$ cat config.mk
export PLATFORM = sky130hd
export DESIGN_NAME = vga_fb_arbiter_flat
export DESIGN_NICKNAME = d
export VERILOG_FILES = /design/src/rtl/vga_fb_arbiter_if.sv /design/src/rtl/vga_fb_arbiter.sv /design/src/flat_wrapper.sv
export SDC_FILE = /design/constraint.sdc
export NUM_CORES = 1
export LEC_CHECK = 0
export ABC_CLOCK_PERIOD_IN_PS = 6900
export CAP_MARGIN = 15
export CORE_ASPECT_RATIO = 0.6
export CORE_MARGIN = 10
export CORE_UTILIZATION = 35
export DETAILED_ROUTE_END_ITERATION = 10
export DONT_BUFFER_PORTS = 1
export MAX_ROUTING_LAYER = met4
export PLACE_DENSITY = 0.52
export SYNTH_ARGS = -nofsm -noshare
export SYNTH_HDL_FRONTEND = slang
export SYNTH_SLANG_ARGS = --single-unit
$ cat constraint.sdc
create_clock -name clk_pix -period 6.9 [get_ports clk_pix]
set_input_delay 0.345 -clock clk_pix [delete_from_list [all_inputs] [get_ports clk_pix]]
set_output_delay 0.345 -clock clk_pix [all_outputs]
set_load 0.005 [all_outputs]
$ cat src/rtl/vga_fb_arbiter_if.sv
`default_nettype none
// ============================================================================
// Module      : vga_fb_arbiter_if
// Description : Write-request handshake and framebuffer RAM bus shared by the
//               VGA framebuffer arbiter and its neighbours.
//               slave  - arbiter side (accepts writes, drives the RAM).
//               master - writer/RAM side.
// Revision    : 1.0 - initial release
// ============================================================================
interface vga_fb_arbiter_if #(
    parameter int AW = 15,
    parameter int DW = 8
);
    logic          wr_valid;
    logic          wr_ready;
    logic [AW-1:0] wr_addr;
    logic [DW-1:0] wr_data;
    logic [AW-1:0] mem_addr;
    logic          mem_we;
    logic [DW-1:0] mem_wdata;
    logic [DW-1:0] mem_rdata;

    modport slave (
        input  wr_valid, wr_addr, wr_data, mem_rdata,
        output wr_ready, mem_addr, mem_we, mem_wdata
    );

    modport master (
        output wr_valid, wr_addr, wr_data, mem_rdata,
        input  wr_ready, mem_addr, mem_we, mem_wdata
    );
endinterface
`default_nettype wire

$ cat src/rtl/vga_fb_arbiter.sv
`default_nettype none
// ============================================================================
// Module      : vga_fb_arbiter
// Description : Shares one single-port FB_W x FB_H framebuffer RAM between
//               VGA scan-out (4x4 pixel blocks on 640x480) and a pixel
//               writer. Display fetches own fixed slots two cycles ahead of
//               each 4-pixel group; writes queue in a 2-entry FIFO and drain
//               in the remaining cycles.
//               Optional macro VGA_ARB_VSYNC_WR_EN: drain only while
//               pos_v >= active height (tear-free updates).
// Revision    : 1.0 - initial release
// ============================================================================
module vga_fb_arbiter #(
    parameter int FB_W = 160,
    parameter int FB_H = 120,
    parameter int AW   = 15,
    parameter int DW   = 8
) (
    input  wire logic          clk_pix,
    input  wire logic          rst,
    input  wire logic [9:0]    pos_h,
    input  wire logic [9:0]    pos_v,
    input  wire logic          inrange,
    vga_fb_arbiter_if.slave    bus,
    output logic      [DW-1:0] rgb
);

    localparam logic [9:0]    c_H_ACTIVE = 10'(FB_W * 4);
    localparam logic [9:0]    c_V_ACTIVE = 10'(FB_H * 4);
    localparam logic [9:0]    c_H_WRAP   = 10'd798;   // last two pixels fetch next line
    localparam logic [9:0]    c_V_LAST   = 10'd524;
    localparam logic [AW-1:0] c_FB_SIZE  = AW'(FB_W * FB_H);

    logic [9:0]    w_fx;
    logic [9:0]    w_fy;
    logic          w_slot;
    logic [AW-1:0] w_slot_addr;
    logic          w_drain_ok;
    logic          w_pop;
    logic          w_push;
    logic          w_head_ok;
    logic          w_wr_idx;

    logic          r_fetch_d;
    logic [DW-1:0] r_pix;
    logic [1:0]    r_count;
    logic [AW-1:0] r_fifo_addr [0:1];
    logic [DW-1:0] r_fifo_data [0:1];

    // Fetch position runs two pixels ahead, wrapping into the next line/frame.
    always_comb begin
        if (pos_h < c_H_WRAP) begin
            w_fx = pos_h + 10'd2;
            w_fy = pos_v;
        end else begin
            w_fx = pos_h - c_H_WRAP;
            w_fy = (pos_v == c_V_LAST) ? 10'd0 : pos_v + 10'd1;
        end
    end

    assign w_slot      = (pos_h[1:0] == 2'd2) && (w_fx < c_H_ACTIVE) && (w_fy < c_V_ACTIVE);
    assign w_slot_addr = AW'(w_fy[9:2]) * AW'(FB_W) + AW'(w_fx[9:2]);

`ifdef VGA_ARB_VSYNC_WR_EN
    assign w_drain_ok = (pos_v >= c_V_ACTIVE);
`else
    assign w_drain_ok = 1'b1;
`endif

    // Head is always entry 0; a push lands behind whatever survives this cycle.
    assign bus.wr_ready = (r_count < 2'd2);
    assign w_push       = bus.wr_valid && bus.wr_ready;
    assign w_pop        = !rst && !w_slot && (r_count != 2'd0) && w_drain_ok;
    assign w_head_ok    = (r_fifo_addr[0] < c_FB_SIZE);
    assign w_wr_idx     = w_pop ? r_count[1] : r_count[0];

    // FIFO occupancy; reset discards any queued writes.
    always_ff @(posedge clk_pix) begin
        if (rst) begin
            r_count <= 2'd0;
        end else begin
            case ({w_push, w_pop})
                2'b10:   r_count <= r_count + 2'd1;
                2'b01:   r_count <= r_count - 2'd1;
                default: r_count <= r_count;
            endcase
        end
    end

    // FIFO storage: shift on pop, then the push write overrides its slot.
    always_ff @(posedge clk_pix) begin
        if (w_pop) begin
            r_fifo_addr[0] <= r_fifo_addr[1];
            r_fifo_data[0] <= r_fifo_data[1];
        end
        if (w_push) begin
            r_fifo_addr[w_wr_idx] <= bus.wr_addr;
            r_fifo_data[w_wr_idx] <= bus.wr_data;
        end
    end

    // RAM port: display slot wins, then a drained write, else idle at address 0.
    always_comb begin
        bus.mem_addr  = '0;
        bus.mem_we    = 1'b0;
        bus.mem_wdata = '0;
        if (w_slot) begin
            bus.mem_addr = w_slot_addr;
        end else if (w_pop && w_head_ok) begin
            bus.mem_addr  = r_fifo_addr[0];
            bus.mem_we    = 1'b1;
            bus.mem_wdata = r_fifo_data[0];
        end
    end

    // Capture the read data one cycle after each display slot.
    always_ff @(posedge clk_pix) begin
        if (rst) begin
            r_fetch_d <= 1'b0;
            r_pix     <= '0;
        end else begin
            r_fetch_d <= w_slot;
            if (r_fetch_d) begin
                r_pix <= bus.mem_rdata;
            end
        end
    end

    assign rgb = inrange ? r_pix : '0;

endmodule
`default_nettype wire

$ cat src/flat_wrapper.sv
// flat-port wrapper written by rule: the top's interface ports become plain ports
module vga_fb_arbiter_flat 
#(
    parameter int FB_W = 160,
    parameter int FB_H = 120,
    parameter int AW   = 15,
    parameter int DW   = 8
)
  (clk_pix, rst, pos_h, pos_v, inrange, rgb, bus_wr_valid, bus_wr_addr, bus_wr_data, bus_mem_rdata, bus_wr_ready, bus_mem_addr, bus_mem_we, bus_mem_wdata);
  vga_fb_arbiter_if #(.AW(AW), .DW(DW)) bus_i ();
  input  wire logic clk_pix;
  input  wire logic rst;
  input  wire logic [9:0] pos_h;
  input  wire logic [9:0] pos_v;
  input  wire logic inrange;
  output logic      [DW-1:0] rgb;
  input wire logic [$bits(bus_i.wr_valid)-1:0] bus_wr_valid;
  input wire logic [$bits(bus_i.wr_addr)-1:0] bus_wr_addr;
  input wire logic [$bits(bus_i.wr_data)-1:0] bus_wr_data;
  input wire logic [$bits(bus_i.mem_rdata)-1:0] bus_mem_rdata;
  output wire logic [$bits(bus_i.wr_ready)-1:0] bus_wr_ready;
  output wire logic [$bits(bus_i.mem_addr)-1:0] bus_mem_addr;
  output wire logic [$bits(bus_i.mem_we)-1:0] bus_mem_we;
  output wire logic [$bits(bus_i.mem_wdata)-1:0] bus_mem_wdata;
  assign bus_i.wr_valid = bus_wr_valid;
  assign bus_i.wr_addr = bus_wr_addr;
  assign bus_i.wr_data = bus_wr_data;
  assign bus_i.mem_rdata = bus_mem_rdata;
  assign bus_wr_ready = bus_i.wr_ready;
  assign bus_mem_addr = bus_i.mem_addr;
  assign bus_mem_we = bus_i.mem_we;
  assign bus_mem_wdata = bus_i.mem_wdata;
  vga_fb_arbiter #(.FB_W(FB_W), .FB_H(FB_H), .AW(AW), .DW(DW)) u_core (.clk_pix(clk_pix), .rst(rst), .pos_h(pos_h), .pos_v(pos_v), .inrange(inrange), .bus(bus_i), .rgb(rgb));
endmodule
[Word level (Yosys, flattened, before mapping)]
Memory sizes are Yosys's and may differ from the RTL's.
Index checks and enable logic that the tools add are counted.
Storage, ports and cells
  memories kept: 2
  bits in writable memories: 46
  register bits: 11
  input port bits: 55
Operators by class
  equality and inequality tests: 4
  $mul: 1
  $add $sub $neg: 6
  reductions and logical operators: 10
  $lt $le $gt $ge: 5
  mux-type cells: 16
Memory list
  u_core.r_fifo_addr: depth 2, bits a word 15, rd ports 2, clocked after Yosys merged registers in 0, wr ports 2, RTL line vga_fb_arbiter.sv:47  | logic [AW-1:0] r_fifo_addr [0:1];
  u_core.r_fifo_data: depth 2, bits a word 8, rd ports 2, clocked after Yosys merged registers in 0, wr ports 2, RTL line vga_fb_arbiter.sv:48  | logic [DW-1:0] r_fifo_data [0:1];
Operator list (number)
  $mux 10: 3
  $mux 15: 2
  $mux 8: 3
  $lt 10x10->1 const B: 2
  $add 15x8->15: 1
  $lt 15x15->1 const B: 1
  $add 10x1->10 const B: 1
  $add 10x2->10 const B: 1
  $eq 10x10->1 const B: 1
  $lt 10x9->1 const B: 1
  $mul 8x3->10 const B: 1
  $sub 10x10->10 const B: 1
  $mux 1: 7
  $logic_and 1x1->1: 6
  $eq 2x2->1 const B: 2
  $pmux 2 s2: 1
  $reduce_bool 2->1: 2
  $add 2x1->2 const B: 1
  $eq 2x1->1 const B: 1
  $logic_not 1->1: 2
  $lt 2x2->1 const B: 1
  $sub 2x1->2 const B: 1

[Logic depth before layout (Yosys ltp)]
  depth in word-level cells: 11
  depth in mapped cells: 15
  depth with buffers taken out: 15

[Worst setup path before layout]
OpenSTA, ideal clock, no wires.
  path kind: input -> register
  start: in pos_h[1]
  end: mem u_core.r_fifo_addr[0][0] (enable)
  path buffers: 3
  setup time: 0.412 ns
  path slack: 3.376 ns
  arrival: 3.113 ns
  cell stages on the path: 9
  cell sequence: nand4_4 -> a21o_1 -> or4_1 -> a21o_1 -> buf_6 -> and3_4 -> buf_6 -> buf_2 -> o22ai_1
RTL lines
  from (decl): RTL line flat_wrapper.sv:13  | input wire logic [9:0] pos_h;
  to (decl): RTL line vga_fb_arbiter.sv:47

[Worst setup path after layout]
  start: in pos_v[5]
  end: out bus_mem_addr[14]
Between the ends
  cells in the longest elaborated chain, start to end: 11
  elaborated cells between the ends (all ways): 14
RTL lines
  from (decl): RTL line flat_wrapper.sv:14  | input wire logic [9:0] pos_v;
  $add 10x1->10 / $eq 10x10->1 (equally long branches): RTL line vga_fb_arbiter.sv:57  | w_fy = (pos_v == c_V_LAST) ? 10'd0 : pos_v + 10'd1;
  $mux 10: RTL line vga_fb_arbiter.sv:57
  $mux 10 (*): RTL line vga_fb_arbiter.sv:52  | if (pos_h < c_H_WRAP) begin
  branches (longest 7 deep; another with $add 15x8->15)
  $mux 15 (*): RTL line vga_fb_arbiter.sv:107  | if (w_slot) begin
  to (decl): RTL line flat_wrapper.sv:22  | output wire logic [$bits(bus_i.mem_addr)-1:0] bus_mem_addr;
Every way passes the cells marked *.

==> metrics <==
Worst Setup SP=pos_v[5]; period utilisation layout=0.582; Port Buffers=0; Non-Filler Instances=580; first-pass GRT wire length=17.4 mm; Vias/cell=5.65; Crit Path Category=in2out; Fin. Hold Viols=0; Placed Cells=between 500 and 600; Ports=88; Clock Root Buffer=clkbuf_16; clk slew on worst S/H paths=0.05 ns; post-CTS sizing=0; FFs w/ async S/R, synth=0; routed vias=between 3k and 4k; CTS tree=built; final max-slew violation count=0; commonest cells in the netlist=nand2_1, a31oi_1, edfxtp_1, a22oi_1, mux2i_1; CTS Buf Count=9; vias in the first global route=3133; Hold Crit Start=rst; Max Cap Violations=0; CTS hold repair buffers=0; postcts setup bufs=0; Pleak=1.72 nW; Max Fanout on Critical Path=26; P&R area growth vs syn=11.3%; Cells after Synth=440; status=completed; Post-DP HPWL=7.97 mm; Area contributors post-synth=edfxtp_1, nand2_1, a31oi_1, mux2i_1, dfxtp_1; GRT Total Usage=0.140; power density over cell area=roughly 320 nW/um^2; Synth cell types=48; clk_lat worst skew=0.32 ns; GPL Wtd Cong=approximately 0.9; Iter 0 DRT Violations=193; nets@finish=slightly above 500; Post-synth top flop=edfxtp_1; Chip Width=158 microns; relative slew slack=0.299; Peak Freq=0.249 GHz; Avg WL per Cell=19.1 microns; Routed WL=11.1 mm; dominant cell by count in the synthesized netlist=nand2_1; RSZ-0062 raised after global routing=false; Row Count=30; Chip Height=103 microns; Final Power=1.44 mW; pin count of the biggest net entering global routing=35; H-tree depth=3; Post-route DRC=0; CP Launch Type=input pin; warnings from Yosys=0; Synth Register Bits=57; Filler Cell Count=around 1.1k; Fin Setup TNS=0 ns; Post-DRT Antenna Nets=0; crit end category=primary output; CP Data Required Time=about 6.6 ns; Yosys top cell area share=0.345; Worst-Margin Slew=1.05 ns; Overflow after GRT=0; initial antenna violation count=0; R2R Path Start=u_core.r_count[1]; DIE AREA=16200 sq um; Core Area=11200 sq um; Syn Nets=514; register area share after synthesis=0.401; Netlist Area Pre-Place=between 3000 and 4000 sq um; Avg Inst Size Synth=9.09 sq um; Layout Skew=0.00315 ns; Tightest Hold Check Type=in2reg; Inserted Diodes=0; worst ir drop on vdd=166 uV; critical path arrival=3.67 ns; final setup violating endpoints=0; Min Clock Period, post-route=4.02 ns; initial core utilization=0.356; Clock Path Buffers=2; post-synth top area cell=edfxtp_1; fraction of final layout cells sized beyond drive strength 1=0.0596; final core utilization=0.397; DR pass1 iterations=5; TritonCTS Sinks=57; number of synthesized flops with an enable pin=46
-- cell usage in the layout, fill, tap and decap left out, types with 2 or more instances in the layout --
master,n
a211o_1,2
a21o_1,6
a21oi_1,9
a22oi_1,23
a31oi_1,48
and2_1,10
and3_1,14
buf_4,5
bufinv_16,2
clkbuf_16,9
clkinv_2,3
dfxtp_1,11
edfxtp_1,46
fa_1,2
ha_1,17
inv_1,13
mux2i_1,23
nand2_1,95
nand3_1,9
nand4_1,4
nor2_1,20
nor2b_1,3
nor3_1,3
nor3b_1,2
nor4b_1,2
o21a_1,2
o21ai_0,4
o21bai_1,2
or4_1,3
xnor2_1,13
xor2_1,11
-- per-stage QoR --
step | area (sq um) | setup slack [ns] | hold WS [ns]
floorplan | 4000 | 3.38 | 0.414
global placement | 4110 | 2.97 | 0.418
detailed placement | 4110 | 2.90 | 0.420
CTS | 4420 | 2.89 | 0.0760
global route | 4450 | 2.52 | 0.0729
finish | 4450 | 2.88 | 0.0862
-- cell type report --
class                           count  area (sq um)  share of cell area
Inverter                           13          48.8              0.0110
Clock buffer                       10           229              0.0514
Timing Repair Buffer                6          65.1              0.0146
Sequential cell                    57          1600               0.360
Clock inverter                      6          82.6              0.0186
Multi-Input combinational cell    344          2240               0.504
Tap cell                          144           180              0.0405
-- metal layers --
layer	GRT usage	wire (microns)	vias up
met5	-	0	-
met4	0.0347	76	0
met3	0.0504	1150	5
met2	0.212	4990	117
met1	0.175	4860	1539
li1	-	-	1614
-- power breakdown --
part / internal [mW] / switching, mW / leakage (nW) / total [mW]
logic: 0.168 / 0.289 / 1.04 / 0.457
registers: 0.485 / 0.0419 / 0.520 / 0.527
clock network: 0.313 / 0.147 / 0.152 / 0.460
total: 0.967 / 0.478 / 1.72 / 1.44
-- flip-flops by register name (all words and copies together) (netlist names) --
register and count:
u_core.r_count 2, u_core.r_pix 8, u_core.r_fetch_d 1, u_core.r_fifo_data 16, u_core.r_fifo_addr 30
-- worst max-delay path, stage by stage --
cell      delay (ns)
or4_1           0.51
nor3_1          0.29
a21o_1          0.75
inv_1           0.12
ha_1            0.33
ha_1            0.34
nor2b_1         0.16
a221oi_1        0.25
nand3b_1        0.17
nand4_1         0.12
xnor2_1         0.09
mux2i_1         0.19
-- path summary, 6_finish.rpt --
kind,to,slack (ns),depth (start not counted)
max,bus_mem_addr[14],2.88,12
min,u_core.r_count[1],0.09,1
max reg2reg,u_core.r_fifo_addr[0][1],4.49,8
min reg2reg,u_core.r_pix[0],0.48,2
-- kinds of logic (layout without fill, tap and decap cells) --
| kind of cell | Yosys count | in the layout | synth area share |
|---|---|---|---|
| AND/OR/NAND/NOR | 174 | 174 | 0.207 |
| AO/OA/AOI/OAI | 104 | 104 | 0.175 |
| flip-flops | 57 | 57 | 0.400 |
| buffers and inverters | 39 | 35 | 0.0438 |
| XOR/XNOR | 24 | 24 | 0.0526 |
| multiplexers | 23 | 23 | 0.0576 |
| adder cells (fa/ha/maj) | 19 | 19 | 0.0632 |
Note: power is estimated with default switching activity, not from simulation.
